`src/rtl/mem_port_arbiter_pkg.sv`:
```
`default_nettype none
// ============================================================================
// Module : mem_port_arbiter_pkg
// Purpose: Shared types for the main-memory port arbiter: the data word, the
//          arbiter FSM state, the access owner and the latched request.
// Ports  : none (package)
// Rev    : 1.0  initial release
// ============================================================================
package mem_port_arbiter_pkg;

  typedef logic [15:0] uword;

  typedef enum logic [1:0] {
    IDLE   = 2'd0,
    ACCESS = 2'd1,
    RESP   = 2'd2
  } arb_state_t;

  typedef enum logic {
    OWN_A = 1'b0,
    OWN_B = 1'b1
  } arb_owner_t;

  // One latched request, frozen for the duration of an access.
  typedef struct packed {
    logic wr;
    uword addr;
    uword wdata;
  } mem_req_t;

  // Latency counter width; holds RD_LAT-1 for RD_LAT up to 4.
  localparam int LAT_W = 3;

  // Starvation counter width; holds MAX_WAIT up to 15.
  localparam int WAIT_W = 4;

endpackage
`default_nettype wire

```
`src/rtl/mem_port_arbiter_starve_cnt.sv`:
```
`default_nettype none
// ============================================================================
// Module : arb_starve_cnt
// Purpose: Saturating count of consecutive arbitration rounds in which port B
//          was denied. The saturation flag forces the next grant to port B.
// Ports  : clk, rst          - clock, async active-high reset
//          inc               - B denied this round (saturates at MAX_WAIT)
//          clr               - B granted this round (clear has priority)
//          cnt               - current wait count
//          sat               - cnt == MAX_WAIT
// Rev    : 1.0  initial release
// ============================================================================
module arb_starve_cnt
  import mem_port_arbiter_pkg::*;
#(
  parameter int MAX_WAIT = 4
) (
  input  logic              clk,
  input  logic              rst,
  input  logic              inc,
  input  logic              clr,
  output logic [WAIT_W-1:0] cnt,
  output logic              sat
);

  localparam logic [WAIT_W-1:0] C_MAX = WAIT_W'(MAX_WAIT);

  logic [WAIT_W-1:0] cnt_q;
  logic [WAIT_W-1:0] cnt_d;

  always_comb begin
    cnt_d = cnt_q;
    if (clr) begin
      cnt_d = '0;
    end else if (inc && (cnt_q != C_MAX)) begin
      cnt_d = cnt_q + 1'b1;
    end
  end

  always_ff @(posedge clk or posedge rst) begin
    if (rst) begin
      cnt_q <= '0;
    end else begin
      cnt_q <= cnt_d;
    end
  end

  assign cnt = cnt_q;
  assign sat = (cnt_q == C_MAX);

endmodule
`default_nettype wire

```
`src/rtl/mem_port_arbiter.sv`:
```
`default_nettype none
// ============================================================================
// Module : mem_port_arbiter
// Purpose: Shares single-port main memory between port A (load/store, high
//          priority) and port B (fetch/loader). Each access is latched,
//          sequenced through RD_LAT cycles of read latency and answered with
//          a one-cycle done pulse. A starvation counter forces a B grant after
//          MAX_WAIT consecutive denials.
// Ports  : clk, rst                       - clock, async active-high reset
//          halt_sys                       - blocks new grants
//          a_req/a_wr/a_addr/a_wdata      - port A request
//          a_done/a_rdata/a_stall         - port A response, pipeline freeze
//          b_req/b_wr/b_addr/b_wdata      - port B request
//          b_done/b_rdata                 - port B response
//          mem_write_en/mem_address/
//          mem_write_data/mem_data        - main memory interface
// Rev    : 1.0  initial release
// ============================================================================
module mem_port_arbiter
  import mem_port_arbiter_pkg::*;
#(
  parameter int RD_LAT   = 1,
  parameter int MAX_WAIT = 4
) (
  input  logic        clk,
  input  logic        rst,
  input  logic        halt_sys,
  input  logic        a_req,
  input  logic        a_wr,
  input  logic [15:0] a_addr,
  input  uword        a_wdata,
  output logic        a_done,
  output logic [15:0] a_rdata,
  output logic        a_stall,
  input  logic        b_req,
  input  logic        b_wr,
  input  logic [15:0] b_addr,
  input  logic [15:0] b_wdata,
  output logic        b_done,
  output logic [15:0] b_rdata,
  output logic        mem_write_en,
  output logic [15:0] mem_address,
  output logic [15:0] mem_write_data,
  input  logic [15:0] mem_data
);

  localparam logic [LAT_W-1:0] C_LAT_INIT = LAT_W'(RD_LAT - 1);

  arb_state_t        state_q,   state_d;
  arb_owner_t        owner_q,   owner_d;
  mem_req_t          req_q,     req_d;
  logic [LAT_W-1:0]  lat_cnt_q, lat_cnt_d;
  uword              a_rdata_q, a_rdata_d;
  uword              b_rdata_q, b_rdata_d;

  logic              wait_inc;
  logic              wait_clr;
  logic              wait_sat;
  logic [WAIT_W-1:0] wait_cnt;

  arb_starve_cnt #(
    .MAX_WAIT (MAX_WAIT)
  ) u_starve_cnt (
    .clk (clk),
    .rst (rst),
    .inc (wait_inc),
    .clr (wait_clr),
    .cnt (wait_cnt),
    .sat (wait_sat)
  );

  // Next-state, request latch and read-data capture.
  always_comb begin
    state_d   = state_q;
    owner_d   = owner_q;
    req_d     = req_q;
    lat_cnt_d = lat_cnt_q;
    a_rdata_d = a_rdata_q;
    b_rdata_d = b_rdata_q;
    wait_inc  = 1'b0;
    wait_clr  = 1'b0;

    case (state_q)
      IDLE: begin
        if (!halt_sys) begin
          // B wins when A is quiet or when B has waited long enough.
          if (b_req && (!a_req || wait_sat)) begin
            owner_d   = OWN_B;
            req_d     = '{wr: b_wr, addr: b_addr, wdata: b_wdata};
            lat_cnt_d = C_LAT_INIT;
            wait_clr  = 1'b1;
            state_d   = ACCESS;
          end else if (a_req) begin
            owner_d   = OWN_A;
            req_d     = '{wr: a_wr, addr: a_addr, wdata: a_wdata};
            lat_cnt_d = C_LAT_INIT;
            wait_inc  = b_req;
            state_d   = ACCESS;
          end
        end
      end

      ACCESS: begin
        if (req_q.wr) begin
          // Writes take a single ACCESS cycle regardless of read latency.
          state_d = RESP;
        end else if (lat_cnt_q == '0) begin
          if (owner_q == OWN_B) begin
            b_rdata_d = mem_data;
          end else begin
            a_rdata_d = mem_data;
          end
          state_d = RESP;
        end else begin
          lat_cnt_d = lat_cnt_q - 1'b1;
        end
      end

      RESP: begin
        state_d = IDLE;
      end

      default: begin
        state_d = IDLE;
      end
    endcase
  end

  always_ff @(posedge clk or posedge rst) begin
    if (rst) begin
      state_q   <= IDLE;
      owner_q   <= OWN_A;
      req_q     <= '0;
      lat_cnt_q <= '0;
      a_rdata_q <= '0;
      b_rdata_q <= '0;
    end else begin
      state_q   <= state_d;
      owner_q   <= owner_d;
      req_q     <= req_d;
      lat_cnt_q <= lat_cnt_d;
      a_rdata_q <= a_rdata_d;
      b_rdata_q <= b_rdata_d;
    end
  end

  // Memory outputs decode straight from registered state so that reset
  // removes them immediately. A write spends exactly one cycle in ACCESS,
  // which yields exactly one write-enable pulse per write.
  logic in_access;
  assign in_access      = (state_q == ACCESS);
  assign mem_write_en   = in_access && req_q.wr;
  assign mem_address    = in_access ? req_q.addr  : 16'h0000;
  assign mem_write_data = in_access ? req_q.wdata : 16'h0000;

  assign a_done  = (state_q == RESP) && (owner_q == OWN_A);
  assign b_done  = (state_q == RESP) && (owner_q == OWN_B);
  assign a_rdata = a_rdata_q;
  assign b_rdata = b_rdata_q;
  assign a_stall = a_req && !a_done;

  // The wait count is observed through the saturation flag only.
  logic unused_wait_cnt;
  assign unused_wait_cnt = ^wait_cnt;

endmodule
`default_nettype wire

```
`config.mk`:
```
export PLATFORM = sky130hd
export DESIGN_NAME = mem_port_arbiter
export DESIGN_NICKNAME = d
export VERILOG_FILES = /design/src/rtl/mem_port_arbiter_pkg.sv /design/src/rtl/mem_port_arbiter_starve_cnt.sv /design/src/rtl/mem_port_arbiter.sv
export SDC_FILE = /design/constraint.sdc
export NUM_CORES = 1
export LEC_CHECK = 0
export CORE_MARGIN = 2
export CORE_UTILIZATION = 45
export CTS_BUF_LIST = sky130_fd_sc_hd__clkbuf_16
export CTS_CLUSTER_SIZE = 30
export DETAILED_ROUTE_END_ITERATION = 8
export PLACE_DENSITY = 0.81
export SLEW_MARGIN = 15
export SYNTH_ARGS = -nofsm -noshare
export SYNTH_HDL_FRONTEND = slang
export SYNTH_SLANG_ARGS = --single-unit
```
`constraint.sdc`:
```
create_clock -name clk -period 5.3 [get_ports clk]
set_clock_uncertainty 0.15 [all_clocks]
set_input_delay 1.06 -clock clk [delete_from_list [all_inputs] [get_ports clk]]
set_output_delay 1.06 -clock clk [all_outputs]
set_load 0.05 [all_outputs]
```
# Yosys cells after proc, flatten, opt, wreduce, memory -nomap -nowiden

Cells that the tools add are included.

Eq/ne operators: 9
Reductions and logical operators: 19
Bitwise logic cells: 3
Muxes and demuxes: 27
Add/sub/neg operators: 2

Operators by type and width:

| cell                  | number |
|---|---|
| $mux W33              | 2 |
| $mux W16              | 2 |
| $mux W3               | 5 |
| $mux W2               | 5 |
| $mux W1               | 9 |
| $mux W4               | 2 |
| $reduce_and A4 Y1     | 2 |
| $logic_and A1 B1 Y1   | 6 |
| $ne A2 B2 Y1 const B  | 3 |
| $pmux W3 S2           | 1 |
| $reduce_and A3 Y1     | 2 |
| $reduce_bool A2 Y1    | 3 |
| $reduce_and A5 Y1     | 1 |
| $add A4 B1 Y4 const B | 1 |
| $eq A4 B3 Y1 const B  | 1 |
| $ne A4 B3 Y1 const B  | 1 |
| $pmux W2 S2           | 1 |
| $logic_not A3 Y1      | 1 |
| $ne A3 B2 Y1 const B  | 1 |
| $ne A3 B3 Y1 const B  | 1 |
| $not A1 Y1            | 3 |
| $sub A3 B1 Y3 const B | 1 |
| $eq A2 B1 Y1 const B  | 1 |
| $eq A2 B2 Y1 const B  | 1 |
| 3 further kinds       | 4 |

Bits of input ports: 87
Output and inout bits: 68
Register bits after elaboration: 75
Logic and storage cells: 69

# Longest topological paths before layout

Gate-level depths: netlist (run 1).

Depth after elaboration: 9
Mapped depth: 8

# Cells and area by module

Synthesis (run 1) repeated with hierarchy kept, for this count alone.

Cells, all modules: 284
Area total of the unflattened synthesis: 3683.5 um^2

Modules (own cells, without submodules):

| module           | area an instance (um^2) | times used | cells an instance |
|---|---|---|---|
| mem_port_arbiter | 3445.8                  | 1          | 259 |
| arb_starve_cnt   | 237.7                   | 1          | 25 |

# Worst setup path after synthesis (run 1)

OpenSTA, ideal clock, no wires.

Path type: reg2out
From: register state_q[1]
To: output port a_stall
Cell stages (with the launch flop): 4
Arrival time: 2.478 ns
Path slack: 1.612 ns
Data required time: 4.090 ns
Path buffers: 1
Cells stage by stage: dfrtp_1 -> clkbuf_1 -> nor3b_1 -> nor2_1

Longest elaborated chain between the ends: 4

Ends and longest elaborated chain:

| what                   | RTL line                | text |
|---|---|---|
| from (decl)            | mem_port_arbiter.sv:49  | `arb_state_t state_q, state_d;` |
| from (signal assigned) | mem_port_arbiter.sv:138 | `state_q <= state_d;` |
| $eq A2 B2 Y1           | mem_port_arbiter.sv:156 | `assign a_done = (state_q == RESP) && (owner_q == OWN_A);` |
| $logic_and A1 B1 Y1    | mem_port_arbiter.sv:156 |  |
| via a_done             | mem_port_arbiter.sv:32  | `output logic a_done,` |
| $logic_not A1 Y1       | mem_port_arbiter.sv:160 | `assign a_stall = a_req && !a_done;` |
| $logic_and A1 B1 Y1    | mem_port_arbiter.sv:160 |  |
| to (decl)              | mem_port_arbiter.sv:34  | `output logic a_stall,` |

The timed path passes the listed nets, and every way through them passes these cells.

# Worst setup path in the final report (run 1)

From: register state_q[0]
To: output port mem_address[13]

Longest elaborated chain between the ends: 2

Ends and longest elaborated chain:

| what         | RTL line                | text |
|---|---|---|
| $eq A2 B1 Y1 | mem_port_arbiter.sv:151 | `assign in_access = (state_q == ACCESS);` |
| $mux W16     | mem_port_arbiter.sv:153 | `assign mem_address = in_access ? req_q.addr : 16'h0000;` |
| to (decl)    | mem_port_arbiter.sv:42  | `output logic [15:0] mem_address,` |

Every way passes these cells.

==> impl_metrics.json, run 1 <==
{
  "status": "complete, no violations",
  "path_buf_inv": 1,
  "initial_core_util": 0.468,
  "grt_pass1_wl_mm": 15.6,
  "syn_inst": 319,
  "worst-path-max-fanout": 33,
  "slew_headroom": 0.306,
  "cp.arrival_ps": 2870,
  "cts_setup_buffers": 0,
  "synth_top_area_cell": "dfrtp_1",
  "start_kind": "flop",
  "coreArea_um2": 7810,
  "endpoint_kind": "primary output",
  "drive_gt1_frac": 0.130,
  "grt_remaining_overflow": 0,
  "yosys-top-cells-area": "dfrtp_1 51%, mux2_4 8.2%, a2bb2oi_1 7.9%",
  "grt_pass1_vias": 3087,
  "die_h_um": 94.1,
  "synthFlopType": "dfrtp_1",
  "post_cts_resized": 0,
  "cts_buffers": 9,
  "cts_tree": "built",
  "syn2layout_area_growth_pct": 51.3,
  "fmax_mhz": 245,
  "p_leak_nw": 2.43,
  "slowest_delay_ps": 910,
  "startpoint": "state_q[0]",
  "final.setup.tns_ps": 0,
  "final_common_cell": "clkdlybuf4s50_1",
  "syn_nets": 410,
  "cts_root_buf": "clkbuf_16",
  "final_cell_mix": "154 x clkdlybuf4s50_1, 75 x dfrtp_1, 36 x nand2_1",
  "min_period_ps": 4080,
  "track_usage": 0.229,
  "design_area_um2": 5530,
  "yosysUniqueCellTypes": 41,
  "cp_slowest_cell": "nor2b_2",
  "drt_wl_total_mm": 9.93,
  "crit_required_ps": 4090,
  "tightest_slew_ps": 1040,
  "p_total_mw": 3.71,
  "dpl_cell_area_um2": 5220,
  "rsz0062_at_grt": "no",
  "clkLatencyLatePin_ps": 330,
  "antenna_found_initial": 0,
  "place_ws_ps": 1390,
  "avgViaCountPerCell": 5.27,
  "p_per_area_nw_per_um2": 670,
  "antennaDiodeCount": 0,
  "slew_violations": 0,
  "cp_top_family": "simple AND/OR/NAND/NOR gates",
  "hpwl_mm": 7.07,
  "finalSetupViolations": 0,
  "clockBufferDepth": 2,
  "ir_drop_v": 0.000429,
  "dr.first_iter.drc_count": 47,
  "yosysWarnings": 0,
  "num_vias": 3016,
  "dr.pass1.iters": 6,
  "cts.sinks": 75,
  "critPathKind": "flop to primary output",
  "synth-seq-cells": 75,
  "final_nets": 557,
  "ios": 155,
  "synth_seq_area_share": 0.513,
  "async_flop_share": 1.00,
  "wl_per_cell_um": 17.4,
  "chipWidth_um": 94.1,
  "cts_hold_buffers": 0,
  "maxCapViolCount": 0,
  "finalWeightedCongestion": 0.783,
  "min_period_over_period": 0.770,
  "io_buffers": 154,
  "worstHoldStart": "u_starve_cnt.cnt[3]",
  "syn_area_um2": 3660,
  "r2r-start": "state_q[0]",
  "hp-class": "flop to flop",
  "htreeDepth": 3,
  "path_clk_slew_ps": 50,
  "dieArea_um2": 8860,
  "synth_top_cell_area_share": 0.513,
  "holdWs_ps": 316,
  "antenna_left": 0,
  "rows": 32,
  "setup_slack_ps": 1220,
  "hold_viol_final": 0,
  "worstPathCellList": "nor2b_2, and2_1, clkdlybuf4s50_1",
  "grt_start_max_net_pins": 41,
  "drc": 0,
  "avgSynthCellArea_um2": 11.5,
  "synth_edf_count": 0
}
==> final timing paths <==
| check | to | slack (ps) | cells after the start |
|---|---|---|---|
| max in group asynchronous | u_starve_cnt.cnt[2] | 2930 | 3 |
| min in group asynchronous | b_rdata[15] | 1070 | 2 |
| worst min register to register | u_starve_cnt.cnt[3] | 320 | 1 |
| worst min-delay path | u_starve_cnt.cnt[3] | 320 | 1 |
| worst max register to register | req_q[7] | 3040 | 5 |
| worst max-delay path | mem_address[13] | 1220 | 3 |
==> synth_stat cells (2+ instances only) <==
| library cell | n |
|---|---|
| nand3_1 | 4 |
| dfrtp_1 | 75 |
| nor2_2 | 2 |
| and2_1 | 33 |
| a21oi_1 | 35 |
| nor2_1 | 4 |
| clkbuf_1 | 4 |
| buf_4 | 3 |
| a2bb2oi_1 | 33 |
| or4_1 | 2 |
| buf_6 | 3 |
| nand4_1 | 3 |
| buf_2 | 11 |
| inv_1 | 7 |
| nand2_1 | 36 |
| mux2_2 | 12 |
| o21ai_0 | 5 |
| nor2b_1 | 2 |
| mux2_4 | 20 |
| ha_1 | 4 |
==> worst register-to-register path, delay by kind of cell, from the launching register on <==
family / cells / cell delay, ps
DFF: 1 / 500
AOI/OAI and AO/OA: 1 / 230
buffers and inverters: 1 / 370
and+or+nand+nor: 3 / 910
==> area by class of cell <==
class,count,area [µm²]
fillers,557,2280
well taps,102,128
multi-input cells,216,1630
repair buffers,157,1560
clock inverters,6,81.3
clock buffers,9,225
flip-flops and latches,75,1880
inverters,7,26.3
==> report_power, final <==
group          switching (mW)  total, mW  internal (mW)  leakage, nW
Sequential              0.173       1.02          0.850        0.873
Combinational            1.23       2.06          0.828         1.41
Clock                   0.222      0.628          0.406        0.149
==> flip-flops by register name, indices dropped and copies added (netlist names) <==
register	flops
owner_q	1
state_q	2
u_starve_cnt.cnt	4
lat_cnt_q	3
req_q	33
a_rdata	16
b_rdata	16
==> through the flow <==
step | std cells | utilization
after global routing | 572 | 0.708
after floorplan | 319 | -
after detailed placement | 557 | 0.669
after global placement | 557 | 0.669
after CTS | 572 | 0.708
final | 572 | 0.708
==> routing by layer <==
| metal | part of all wire | global-route usage |
|---|---|---|
| met5 | 0 | 0 |
| met4 | 0.016 | 0.0966 |
| met3 | 0.10 | 0.0851 |
| met2 | 0.47 | 0.368 |
| met1 | 0.41 | 0.278 |
==> kinds of logic (layout without fill, tap and decap cells) <==
logic type / after synthesis / count (layout) / synth area share
muxes: 33 / 33 / 0.122
AOI/OAI and AO/OA: 80 / 80 / 0.150
buffers and inverters: 28 / 179 / 0.0418
and+or+nand+nor: 99 / 99 / 0.159
DFF: 75 / 75 / 0.513
adders and majority gates: 4 / 4 / 0.0137
Note: power is estimated with default switching activity, not from simulation.
==> run 2: changes to the inputs <==
--- a/config.mk
+++ b/config.mk
@@ -6,11 +6,11 @@
 export NUM_CORES = 1
 export LEC_CHECK = 0
 export CORE_MARGIN = 2
-export CORE_UTILIZATION = 45
+export CORE_UTILIZATION = 43
 export CTS_BUF_LIST = sky130_fd_sc_hd__clkbuf_16
 export CTS_CLUSTER_SIZE = 30
 export DETAILED_ROUTE_END_ITERATION = 8
-export PLACE_DENSITY = 0.81
+export PLACE_DENSITY = 0.78
 export SLEW_MARGIN = 15
 export SYNTH_ARGS = -nofsm -noshare
 export SYNTH_HDL_FRONTEND = slang
==> constraint.sdc (replaced) <==
create_clock -name clk -period 3.9 [get_ports clk]
set_clock_uncertainty 0.15 [all_clocks]
set_input_delay 0.78 -clock clk [delete_from_list [all_inputs] [get_ports clk]]
set_output_delay 0.78 -clock clk [all_outputs]
set_load 0.05 [all_outputs]
==> impl_metrics.json, run 2 (synthesis gave the netlist of run 1 again) <==
{
  "multiInputGateArea_um2": 1630,
  "crit_top_cell": "clkdlybuf4s50_1",
  "clkLatencyLatePin_ps": 330,
  "p_leak_nw": 2.46,
  "p_total_mw": 5.12,
  "min_period_ps": 3320,
  "largest_reg_flops": 33,
  "num_vias": 3025,
  "r2r-start": "state_q[0]",
  "worst-path-max-fanout": 9,
  "cp.arrival_ps": 2390,
  "endpoint_kind": "primary output",
  "tightest_slew_ps": 938,
  "dr.first_iter.drc_count": 91,
  "avgViaCountPerCell": 5.23,
  "cts_root_buf": "clkbuf_16",
  "antenna_found_initial": 0,
  "dr.pass1.iters": 7,
  "syn2layout_area_growth_pct": 52.5,
  "place_ws_ps": 571,
  "die_h_um": 96.2,
  "worstHoldStart": "u_starve_cnt.cnt[3]",
  "p_sw_mw": 2.21,
  "grt_pass1_wl_mm": 15.0,
  "fill_cells": 627,
  "cp_slowest_cell": "clkdlybuf4s50_1",
  "cts_hold_buffers": 0,
  "reg2reg_slack_ps": 1740,
  "final.setup.tns_ps": 0,
  "path_clk_slew_ps": 60,
  "crit_required_ps": 2970,
  "start_kind": "primary input",
  "seq_power_share": 0.273,
  "design_area_um2": 5580,
  "regMostFlops": "req_q",
  "p_int_mw": 2.91,
  "drc": 0,
  "cts_tree": "built",
  "setup_slack_ps": 578,
  "grt_start_max_net_pins": 76,
  "finalWeightedCongestion": 0.717,
  "wl_per_cell_um": 16.7,
  "dpl_cell_area_um2": 5240,
  "dieArea_um2": 9260,
  "maxCapViolCount": 0,
  "antennaDiodeCount": 0,
  "finalSetupViolations": 0,
  "io_buffers": 154,
  "hold_viol_final": 0,
  "grt_pass1_vias": 3049,
  "rsz0062_at_grt": "no",
  "switching_share": 0.432,
  "p_per_area_nw_per_um2": 918,
  "worstPathCellList": "clkdlybuf4s50_1, inv_1, nor2_1, clkdlybuf4s50_1",
  "chipWidth_um": 96.2,
  "post_cts_resized": 0,
  "slew_violations": 0,
  "slew_headroom": 0.375,
  "slowest_delay_ps": 800,
  "track_usage": 0.211,
  "fmax_mhz": 301,
  "initial_core_util": 0.445,
  "drive_gt1_frac": 0.131,
  "clockBufferDepth": 2,
  "cts.sinks": 75,
  "final_common_cell": "clkdlybuf4s50_1",
  "grt_remaining_overflow": 0,
  "min_delay_worst_endpoint": "u_starve_cnt.cnt[3]",
  "combPwrFrac": 0.546,
  "ios": 155,
  "clockPowerShare": 0.181,
  "hp-class": "flop to flop",
  "drt_wl_total_mm": 9.63,
  "coreArea_um2": 8220,
  "critPathKind": "primary input to primary output",
  "status": "complete, no violations",
  "cts_setup_buffers": 0,
  "holdWs_ps": 337,
  "htreeDepth": 3,
  "final_nets": 559,
  "rows": 33,
  "reg2reg_to": "req_q[11]",
  "min_period_over_period": 0.852,
  "ir_drop_v": 0.000690,
  "cts_buffers": 9,
  "final_cell_mix": "154 x clkdlybuf4s50_1, 75 x dfrtp_1, 36 x nand2_1",
  "antenna_left": 0,
  "final-seq-area_um2": 1880,
  "hold_depth": 1,
  "worst_r2r_path_depth": 5,
  "hpwl_mm": 6.52
}
run 2: changes by cell type in the layout (fill, tap and decap cells not counted):
cell	previous run	this run
inv_1	6	8
buf_4	3	5
clkinv_2	2	0
bufinv_16	2	3
run 2: worst max path at each step:
stage	start	end	slack (ps)	cells past startpoint
floorplan	state_q[1]	a_stall	490	3
global placement	a_req	a_stall	580	4
detailed placement	a_req	a_stall	570	4
CTS	a_req	a_stall	570	4
global route	a_req	a_stall	470	4
finish	a_req	a_stall	580	4
run 2: per-stage QoR:
| step | cells | utilization |
|---|---|---|
| floorplan | 319 | - |
| global placement | 562 | 0.638 |
| detailed placement | 562 | 0.638 |
| CTS | 578 | 0.679 |
| global route | 578 | 0.679 |
| finish | 578 | 0.679 |
run 2: final cells by class:
type                            instances  area share
Clock buffer                            9      0.0404
Timing Repair Buffer                  159       0.283
Multi-Input combinational cell        216       0.292
Clock inverter                          7      0.0195
Sequential cell                        75       0.337
Inverter                                7     0.00471
Tap cell                              105      0.0236
run 2: routing by layer:
| layer | global-route usage | wire length [µm] | up-vias |
|---|---|---|---|
| li1 | - | - | 1418 |
| met1 | 0.271 | 4090 | 1440 |
| met2 | 0.328 | 4340 | 151 |
| met3 | 0.0830 | 1080 | 16 |
| met4 | 0.0702 | 127 | 0 |
| met5 | 0 | 0 | - |
run 2: power groups by stage:
| stage | combinational, mW | clock (mW) | sequential [mW] |
|---|---|---|---|
| after global routing | 2.95 | 0.985 | 1.45 |
| after floorplan | 1.38 | 0 | 1.93 |
| after CTS | 2.82 | 0.945 | 1.40 |
| after global placement | 2.77 | 0 | 1.38 |
| after detailed placement | 2.80 | 0 | 1.40 |
| final | 2.80 | 0.927 | 1.40 |
run 2: worst max-delay path, delay by kind of cell:
kind / cells / cell delay (ps)
simple gates: 1 / 100
buf+inv: 3 / 1500
==> run 3: changes to the inputs <==
--- a/config.mk
+++ b/config.mk
@@ -11,6 +11,7 @@
 export CTS_CLUSTER_SIZE = 30
 export DETAILED_ROUTE_END_ITERATION = 8
 export PLACE_DENSITY = 0.78
+export REMOVE_ABC_BUFFERS = 1
 export SLEW_MARGIN = 15
 export SYNTH_ARGS = -nofsm -noshare
 export SYNTH_HDL_FRONTEND = slang
==> impl_metrics.json, run 3 (synthesis gave the netlist of run 1 again) <==
{
  "grt_remaining_overflow": 0,
  "p_leak_nw": 2.42,
  "cts_buffers": 9,
  "status": "complete, no violations",
  "reg2reg_slack_ps": 1710,
  "finalWeightedCongestion": 0.809,
  "dp.cells": 562,
  "worst-path-max-fanout": 9,
  "setup_slack_ps": 577,
  "worstPathCellList": "clkdlybuf4s50_1, inv_1, nor2_1, clkdlybuf4s50_1",
  "grt_pass1_wl_mm": 15.3,
  "ios": 155,
  "slowest_delay_ps": 810,
  "rows": 33,
  "regMostFlops": "req_q",
  "slew_headroom": 0.483,
  "fmax_mhz": 301,
  "p_per_area_nw_per_um2": 895,
  "drt_wl_total_mm": 9.73,
  "ir_drop_v": 0.000759,
  "post_cts_resized": 0,
  "avgViaCountPerCell": 5.14,
  "clockBufferDepth": 2,
  "final_common_cell": "clkdlybuf4s50_1",
  "io_buffers": 154,
  "endpoint_kind": "primary output",
  "antennaDiodeCount": 0,
  "cts.sinks": 75,
  "num_vias": 2969,
  "cp.arrival_ps": 2390,
  "drc": 0,
  "tightest_slew_ps": 771,
  "track_usage": 0.216,
  "cts_hold_buffers": 0,
  "dr.pass1.iters": 4,
  "place_ws_ps": 570,
  "hold_viol_final": 0,
  "slew_violations": 0,
  "hp-class": "flop to flop",
  "final_cell_mix": "154 x clkdlybuf4s50_1, 75 x dfrtp_1, 36 x nand2_1",
  "final_nets": 559,
  "die_h_um": 96.2,
  "largest_reg_flops": 33,
  "coreArea_um2": 8220,
  "syn2layout_area_growth_pct": 51.1,
  "antenna_found_initial": 0,
  "crit_top_cell": "clkdlybuf4s50_1",
  "cp_top_family": "buffers and inverters",
  "critPathKind": "primary input to primary output",
  "dr.first_iter.drc_count": 114,
  "final-seq-area_um2": 1880,
  "cp_slowest_cell": "clkdlybuf4s50_1",
  "dieArea_um2": 9260,
  "start_kind": "primary input",
  "finalSetupViolations": 0,
  "grt_start_max_net_pins": 60,
  "hpwl_mm": 6.90,
  "final.setup.tns_ps": 0,
  "chipWidth_um": 96.2,
  "fill_cells": 634,
  "htreeDepth": 3,
  "min_period_ps": 3320,
  "rsz0062_at_grt": "no",
  "cts_root_buf": "clkbuf_16",
  "initial_core_util": 0.445,
  "multiInputGateArea_um2": 1630,
  "cts_setup_buffers": 0,
  "clkLatencyLatePin_ps": 320,
  "layout.cells.non_filler": 578,
  "p_total_mw": 4.95,
  "wl_per_cell_um": 16.8,
  "maxCapViolCount": 0,
  "drive_gt1_frac": 0.133,
  "grt_pass1_vias": 3091,
  "min_period_over_period": 0.852,
  "crit_required_ps": 2970,
  "path_buf_inv": 3,
  "path_clk_slew_ps": 60,
  "antenna_left": 0,
  "cts_tree": "built"
}
-- run 3: cell type report --
| cell class | instances | area share |
|---|---|---|
| multi-input combinational | 216 | 0.295 |
| clock buffer | 9 | 0.0408 |
| sequential | 75 | 0.340 |
| tap | 105 | 0.0238 |
| inverter | 7 | 0.00476 |
| timing repair buffer | 159 | 0.288 |
| clock inverter | 7 | 0.00793 |
-- run 3: worst paths after layout --
kind                       cells past startpoint           startpoint                  end
max                                            4                a_req              a_stall
min in group asynchronous                      2                  rst           a_rdata[8]
max in group asynchronous                      3                  rst           a_rdata[4]
min reg2reg                                    1  u_starve_cnt.cnt[3]  u_starve_cnt.cnt[3]
min                                            1  u_starve_cnt.cnt[3]  u_starve_cnt.cnt[3]
max reg2reg                                    5           state_q[0]             req_q[9]
-- run 3: power by group --
| group | switching, mW | internal, mW |
|---|---|---|
| clock network | 0.316 | 0.427 |
| registers | 0.247 | 1.15 |
| logic | 1.66 | 1.14 |
-- run 3: layer usage --
layer	share of wire	GRT usage
met1	0.42	0.268
met2	0.47	0.359
met3	0.10	0.0767
met4	0.0087	0.0548
met5	0	0
-- run 3: stage by stage --
| stage | hold WS, ps | instance area [µm²] | utilization |
|---|---|---|---|
| 3_5_place_dp | 313 | 5260 | 0.640 |
| 6_report | 323 | 5520 | 0.672 |
| 5_1_grt | 352 | 5520 | 0.672 |
| 4_1_cts | 323 | 5520 | 0.672 |
| 2_1_floorplan | 292 | 3530 | - |
| 3_3_place_gp | 313 | 5260 | 0.640 |
